**config.mk**
```make
export PLATFORM = sky130hd
export DESIGN_NAME = satatrn_rxarb
export DESIGN_NICKNAME = d
export VERILOG_FILES = /design/src/rtl/satatrn_rxarb.sv
export SDC_FILE = /design/constraint.sdc
export NUM_CORES = 1
export LEC_CHECK = 0
export BUFFER_PORTS_ARGS = -buffer_cell sky130_fd_sc_hd__buf_2
export CAP_MARGIN = 20
export CORE_UTILIZATION = 25
export CTS_CLUSTER_SIZE = 24
export DETAILED_ROUTE_END_ITERATION = 8
export HOLD_SLACK_MARGIN = 0.06
export SYNTH_ARGS = -nofsm -noshare
export SYNTH_HDL_FRONTEND = slang
export SYNTH_SLANG_ARGS = --single-unit
```
**constraint.sdc**
```tcl
create_clock -name i_clk -period 8.1 [get_ports i_clk]
set_clock_uncertainty 0.05 [all_clocks]
set_input_delay 1.215 -clock i_clk [delete_from_list [all_inputs] [get_ports i_clk]]
set_output_delay 1.215 -clock i_clk [all_outputs]
set_load 0.01 [all_outputs]
```
**src/rtl/satatrn_rxarb.sv**
```systemverilog
// -----------------------------------------------------------------------------
// satatrn_rxarb
// Receive-side transport arbiter. Splits incoming FIS words from the link layer
// into two streams by FIS type (low byte of the first word):
//   - DATA FIS (type 8'h46): header word is consumed, payload goes to the data
//     stream. Payloads longer than 2**LGMAXDATA words are truncated.
//   - any other type: whole FIS goes to the register stream, truncated to
//     REG_MAXLEN words.
// Truncated FISs get a forced "last" on the final forwarded word, and the
// remaining words are swallowed until the link's last word.
//
// Ports
//   i_clk, i_reset               clock, asynchronous active-high reset
//   i_valid/o_ready/i_data/i_last  FIS word input from the link layer
//   o_reg_valid/i_reg_ready/o_reg_data/o_reg_last   register FIS stream
//   o_data_valid/i_data_ready/o_data_data/o_data_last  DATA payload stream
//   o_err                        one-cycle pulse on truncation or empty DATA FIS
// -----------------------------------------------------------------------------
module satatrn_rxarb #(
    parameter int LGMAXDATA    = 11,
    parameter int REG_MAXLEN   = 7,
    parameter bit OPT_LOWPOWER = 1'b0
) (
    input  logic        i_clk,
    input  logic        i_reset,
    input  logic        i_valid,
    output logic        o_ready,
    input  logic [31:0] i_data,
    input  logic        i_last,
    output logic        o_reg_valid,
    input  logic        i_reg_ready,
    output logic [31:0] o_reg_data,
    output logic        o_reg_last,
    output logic        o_data_valid,
    input  logic        i_data_ready,
    output logic [31:0] o_data_data,
    output logic        o_data_last,
    output logic        o_err
);

    localparam int CW = LGMAXDATA + 1;

    localparam logic [1:0] S_IDLE = 2'd0;
    localparam logic [1:0] S_REG  = 2'd1;
    localparam logic [1:0] S_DATA = 2'd2;
    localparam logic [1:0] S_DROP = 2'd3;

    localparam logic [7:0] FIS_TYPE_DATA = 8'h46;

    // Counter values seen while the final allowed word is being accepted.
    localparam logic [CW-1:0] REG_TRUNC_CNT  = CW'(REG_MAXLEN - 1);
    localparam logic [CW-1:0] DATA_TRUNC_CNT = CW'((2 ** LGMAXDATA) - 1);
    localparam logic [CW-1:0] CNT_ONE        = CW'(1);

    logic [1:0]    state_q, state_d;
    logic [CW-1:0] cnt_q, cnt_d;
    logic          reg_valid_q, reg_valid_d;
    logic [31:0]   reg_data_q, reg_data_d;
    logic          reg_last_q, reg_last_d;
    logic          data_valid_q, data_valid_d;
    logic [31:0]   data_data_q, data_data_d;
    logic          data_last_q, data_last_d;
    logic          err_q, err_d;

    logic          ready_s;
    logic          accept_s;

    // Input ready follows the stream the current packet is bound to.
    always_comb begin
        ready_s = 1'b0;
        case (state_q)
            S_IDLE,
            S_REG:   ready_s = !reg_valid_q || i_reg_ready;
            S_DATA:  ready_s = !data_valid_q || i_data_ready;
            S_DROP:  ready_s = 1'b1;
            default: ready_s = 1'b0;
        endcase
    end

    assign accept_s = i_valid && ready_s;

    // Next-state, counter, output-register and error-pulse logic.
    always_comb begin
        state_d = state_q;
        cnt_d   = cnt_q;
        err_d   = 1'b0;

        // Retire words taken by the sinks; a load below overrides this.
        if (reg_valid_q && i_reg_ready) begin
            reg_valid_d = 1'b0;
            reg_data_d  = OPT_LOWPOWER ? 32'h0000_0000 : reg_data_q;
            reg_last_d  = OPT_LOWPOWER ? 1'b0 : reg_last_q;
        end else begin
            reg_valid_d = reg_valid_q;
            reg_data_d  = reg_data_q;
            reg_last_d  = reg_last_q;
        end

        if (data_valid_q && i_data_ready) begin
            data_valid_d = 1'b0;
            data_data_d  = OPT_LOWPOWER ? 32'h0000_0000 : data_data_q;
            data_last_d  = OPT_LOWPOWER ? 1'b0 : data_last_q;
        end else begin
            data_valid_d = data_valid_q;
            data_data_d  = data_data_q;
            data_last_d  = data_last_q;
        end

        case (state_q)
            S_IDLE: begin
                cnt_d = {CW{1'b0}};
                if (accept_s) begin
                    if (i_data[7:0] == FIS_TYPE_DATA) begin
                        // DATA header is never forwarded; a lone header is an error.
                        if (i_last) begin
                            err_d   = 1'b1;
                            state_d = S_IDLE;
                        end else begin
                            state_d = S_DATA;
                        end
                    end else begin
                        reg_valid_d = 1'b1;
                        reg_data_d  = i_data;
                        reg_last_d  = i_last;
                        cnt_d       = CNT_ONE;
                        state_d     = i_last ? S_IDLE : S_REG;
                    end
                end else begin
                    state_d = S_IDLE;
                end
            end

            S_REG: begin
                if (accept_s) begin
                    reg_valid_d = 1'b1;
                    reg_data_d  = i_data;
                    cnt_d       = cnt_q + CNT_ONE;
                    if ((cnt_q == REG_TRUNC_CNT) && !i_last) begin
                        reg_last_d = 1'b1;
                        err_d      = 1'b1;
                        state_d    = S_DROP;
                    end else begin
                        reg_last_d = i_last;
                        state_d    = i_last ? S_IDLE : S_REG;
                    end
                end else begin
                    state_d = S_REG;
                end
            end

            S_DATA: begin
                if (accept_s) begin
                    data_valid_d = 1'b1;
                    data_data_d  = i_data;
                    cnt_d        = cnt_q + CNT_ONE;
                    if ((cnt_q == DATA_TRUNC_CNT) && !i_last) begin
                        data_last_d = 1'b1;
                        err_d       = 1'b1;
                        state_d     = S_DROP;
                    end else begin
                        data_last_d = i_last;
                        state_d     = i_last ? S_IDLE : S_DATA;
                    end
                end else begin
                    state_d = S_DATA;
                end
            end

            S_DROP: begin
                if (accept_s && i_last) begin
                    state_d = S_IDLE;
                end else begin
                    state_d = S_DROP;
                end
            end

            default: begin
                state_d = S_IDLE;
                cnt_d   = {CW{1'b0}};
            end
        endcase
    end

    // State and output registers.
    always_ff @(posedge i_clk or posedge i_reset) begin
        if (i_reset) begin
            state_q      <= S_IDLE;
            cnt_q        <= {CW{1'b0}};
            reg_valid_q  <= 1'b0;
            reg_data_q   <= 32'h0000_0000;
            reg_last_q   <= 1'b0;
            data_valid_q <= 1'b0;
            data_data_q  <= 32'h0000_0000;
            data_last_q  <= 1'b0;
            err_q        <= 1'b0;
        end else begin
            state_q      <= state_d;
            cnt_q        <= cnt_d;
            reg_valid_q  <= reg_valid_d;
            reg_data_q   <= reg_data_d;
            reg_last_q   <= reg_last_d;
            data_valid_q <= data_valid_d;
            data_data_q  <= data_data_d;
            data_last_q  <= data_last_d;
            err_q        <= err_d;
        end
    end

    assign o_ready      = ready_s;
    assign o_reg_valid  = reg_valid_q;
    assign o_reg_data   = reg_data_q;
    assign o_reg_last   = reg_last_q;
    assign o_data_valid = data_valid_q;
    assign o_data_data  = data_data_q;
    assign o_data_last  = data_last_q;
    assign o_err        = err_q;

endmodule
```
==> Word-level counts from Yosys, hierarchy flattened <==
Index checks and enable logic that the tools add are counted.
W data, S select, Z words.
{ "totals": {"elab_cells": 80, "out_inout_bits": 70, "register_bits": 83, "inputBits": 38} }
{ "op_classes": {"mux": 41, "eq_ne": 10, "reduce_logical": 19, "n_addsub": 1} }
{ "op_table": {"columns": ["cell", "n"], "rows": [
  ["$mux W32", 3],
  ["$pmux W32 S2", 1],
  ["$pmux W12 S2", 1],
  ["$mux W1", 22],
  ["$mux W2", 8],
  ["$add A12 B1 Y12 const B", 1],
  ["$eq A12 B11 Y1 const B", 1],
  ["$eq A12 B3 Y1 const B", 1],
  ["$mux W12", 1],
  ["$eq A8 B7 Y1 const B", 1],
  ["$pmux W2 S4", 1],
  ["$logic_and A1 B1 Y1", 6],
  ["$ne A2 B2 Y1 const B", 3],
  ["$pmux W1 S3", 2],
  ["$eq A2 B2 Y1 const B", 2],
  ["$pmux W1 S2", 2],
  ["$reduce_and A2 Y1", 2],
  ["$reduce_and A4 Y1", 1],
  ["$reduce_bool A2 Y1", 2],
  ["$reduce_or A2 Y1", 2],
  ["$logic_not A1 Y1", 3],
  ["$eq A2 B1 Y1 const B", 1],
  ["$logic_not A2 Y1", 1],
  ["$logic_or A1 B1 Y1", 2],
  ["$ne A2 B1 Y1 const B", 1]
]} }

==> Longest topological paths before layout <==
{ "logic_depth": {"depth_word": 7, "mapped_depth": 8, "ltp_nobuf": 6} }

==> Least setup slack after synthesis <==
No wires, ideal clock.
{ "synth_path": {"kind": "input to output", "start": "input port i_reg_ready", "end": "output port o_ready", "stages": 2, "required_time_ps": 6835, "slack_ps": 4872, "arrival_ps": 1963, "path_buffers": 0, "cell_sequence": "or4b_1 -> and2_1"} }
{ "synth_between": {"elab_chain_cells": 2} }
{ "synth_lines": {"columns": ["item", "line_no", "source"], "rows": [
  ["start, declared", "31", "input logic i_reg_ready,"],
  ["$logic_or A1 B1 Y1", "73", "S_REG: ready_s = !reg_valid_q || i_reg_ready;"],
  ["$pmux W1 S3", "71", "case (state_q)"],
  ["end, declared", "27", "output logic o_ready,"]
]} }
No other way between the ends.

==> Final worst setup path <==
Ends and elaborated chain as after synthesis.

==> run summary <==
Port Buf Inserts: 107
min Tclk post-route: 3480 ps
Critical Path Sink Type: output pin
Power Density: 251 nW/um^2
Worst EP required: 6840 ps
drc violations: 0
Placed Area: 4430 um^2
Post-synth EDFFs: 0
I/O Pins: 108
Area Growth Syn to Fin: 27.2%
# diodes: 0
htree depth: 3
Antenna Nets Post-Route: 0
largest net degree at the start of global routing: 84
via density per instance: 4.49
Die Ht: 125 um
vias in the first global route: 2,699
width of the die: 125 um
Initial Util: 0.258
CTS Buffer Depth: 2
CTS resizes: 0
Synth cell types: 45
period utilization: 0.430
# fillers: 1,462
Sum Neg Setup Slack: 0 ps
global-route wire length before repair: 14,100 um
Final Non-Filler Cells: 573
Hold Crit Start: o_data_data[22]$_DFFE_PP0P_
Reg2Reg Setup Slack: 4990 ps
Ys Warns: 0
Arr. time, crit path: 2210 ps
core region area: 14,600 um^2
share of post-route cells with drive strength above 1: 0.512
Startpoint Class: input port
fin area: 4780 um^2
WL final: 8360 um
final setup fails: 0
clk_lat worst skew: 340 ps
total grt overflow: 0
ys flop type: dfrtp_1
hpwl dp: 5650 um
drt first-iter violations: 110
synthesized cell area: 3760 um^2
initial antenna violation count: 0
Nets: 428
Worst IR Drop VDD: 117 uV
most common cell after layout, fill and taps aside: buf_2
Cells after DPL: 555
Finished Core Util: 0.328
Multi-input gate area: 1550 um^2
crit-path max FO: 5
Critical R2R Launch: state_q[0]$_DFF_PP0_
crit path kind: input port to output pin
routed length per instance: 14.6 um
final hold viol count: 0
CTS buffer count: 9
CTS tree: done
leakage power: 0.00242 uW
Placer Congestion: 0.783
fraction of registers with async set/reset: 1.00
headroom to the max-slew limit: 0.272
Worst Setup SP: i_reg_ready
register area share after synthesis: 0.552
Avg Cell Area, Syn: 13.7 um^2
setup bufs post-CTS: 0
clk slew on worst S/H paths: 60 ps
Slew Limit Fails: 0
Syn Nets: 319
worst slew pin tran: 1090 ps
synthesized flop and latch total: 83
routed via count: 2,572
GRT Util Overall: 0.114
Root Driver: clkbuf_16
# hold bufs at CTS: 0
FF+latch area: 2080 um^2
run status: completed
Hold Path Class: flip-flop to flip-flop
row count: 44
CTS sink cnt: 83
first drt pass iteration count: 4
maximum clock rate: 287 MHz
leading cell types in the layout, fill and taps excluded: buf_2, dfrtp_1, mux2_2
die area: 15,500 um^2
RSZ-0062 raised after global routing: no
Gate Count Post-Synth: 275
Max Cap Viol: 0
worst paths after layout:
path / to / cells after the start
max: o_ready / 4
min: o_data_data[22]$_DFFE_PP0P_ / 1
max reg2reg: o_reg_data[5]$_DFFE_PP0P_ / 6
min reg2reg: o_data_data[22]$_DFFE_PP0P_ / 1
max in group asynchronous: cnt_q[7]$_DFFE_PP0P_ / 4
min in group asynchronous: o_data_data[21]$_DFFE_PP0P_ / 3
synth_stat cells (all sizes together), types with 3 or more instances:
| cell type | count | area [um^2] |
|---|---|---|
| nor3 | 3 | 15.0 |
| nand4 | 4 | 25.0 |
| o21ai | 3 | 15.0 |
| a21oi | 3 | 15.0 |
| nor4 | 3 | 33.8 |
| and4 | 3 | 27.5 |
| and3 | 5 | 31.3 |
| nand3 | 13 | 65.1 |
| inv | 9 | 33.8 |
| mux2i | 5 | 50.1 |
| o211ai | 3 | 22.5 |
| buf | 7 | 85.1 |
| nor2 | 12 | 45.0 |
| clkbuf | 5 | 18.8 |
| dfrtp | 83 | 2080 |
| mux2 | 64 | 830 |
| a211o | 3 | 26.3 |
| nand2 | 14 | 52.6 |
| ha | 6 | 75.1 |
kinds of logic after synthesis:
logic type	Yosys count	share of synthesized area
AO/OA/AOI/OAI	22	0.0429
adder cells (fa/ha/maj)	6	0.0200
buffers and inverters	21	0.0366
flip-flops	83	0.552
multiplexers	69	0.234
AND/OR/NAND/NOR	74	0.114
power breakdown:
group	switching, uW	leakage (uW)	internal, uW
Combinational	121	0.00122	139
Sequential	39.5	0.00106	483
Clock	173	0.000148	247
Total	333	0.00242	869
critical path, cell delays in order:
cell and delay [ps]:
buf_2 100, or4b_1 580, and2_1 180, buf_2 140
routing by layer:
| metal | vias up | GRT usage | part of all wire |
|---|---|---|---|
| li1 | 1214 | - | - |
| met1 | 1264 | 0.152 | 0.48 |
| met2 | 82 | 0.169 | 0.44 |
| met3 | 12 | 0.0417 | 0.061 |
| met4 | 0 | 0.0425 | 0.015 |
| met5 | - | 0 | 0 |
state kept, by name, summed over array words and instances, names as in the netlist:
| signal | cells |
|---|---|
| o_reg_data | 32 |
| o_reg_valid | 1 |
| cnt_q | 12 |
| o_err | 1 |
| state_q | 2 |
| o_data_data | 32 |
| o_reg_last | 1 |
| o_data_last | 1 |
| o_data_valid | 1 |
through the flow:
stage | power, uW | setup WS, ps | hold slack [ps]
after CTS | 1220 | 4620 | 455
final | 1200 | 4620 | 451
after global routing | 1270 | 4570 | 473
after floorplan | 691 | 4700 | 413
after detailed placement | 791 | 4280 | 440
after global placement | 785 | 4340 | 434
area by class of cell:
type                       count  area share
sequential                    83       0.434
timing repair buffer         110       0.123
clock inverter                 6      0.0136
tap                          184      0.0481
inverter                       9     0.00732
multi-input combinational    171       0.323
clock buffer                  10      0.0499
Note: power is estimated with default switching activity, not from simulation.
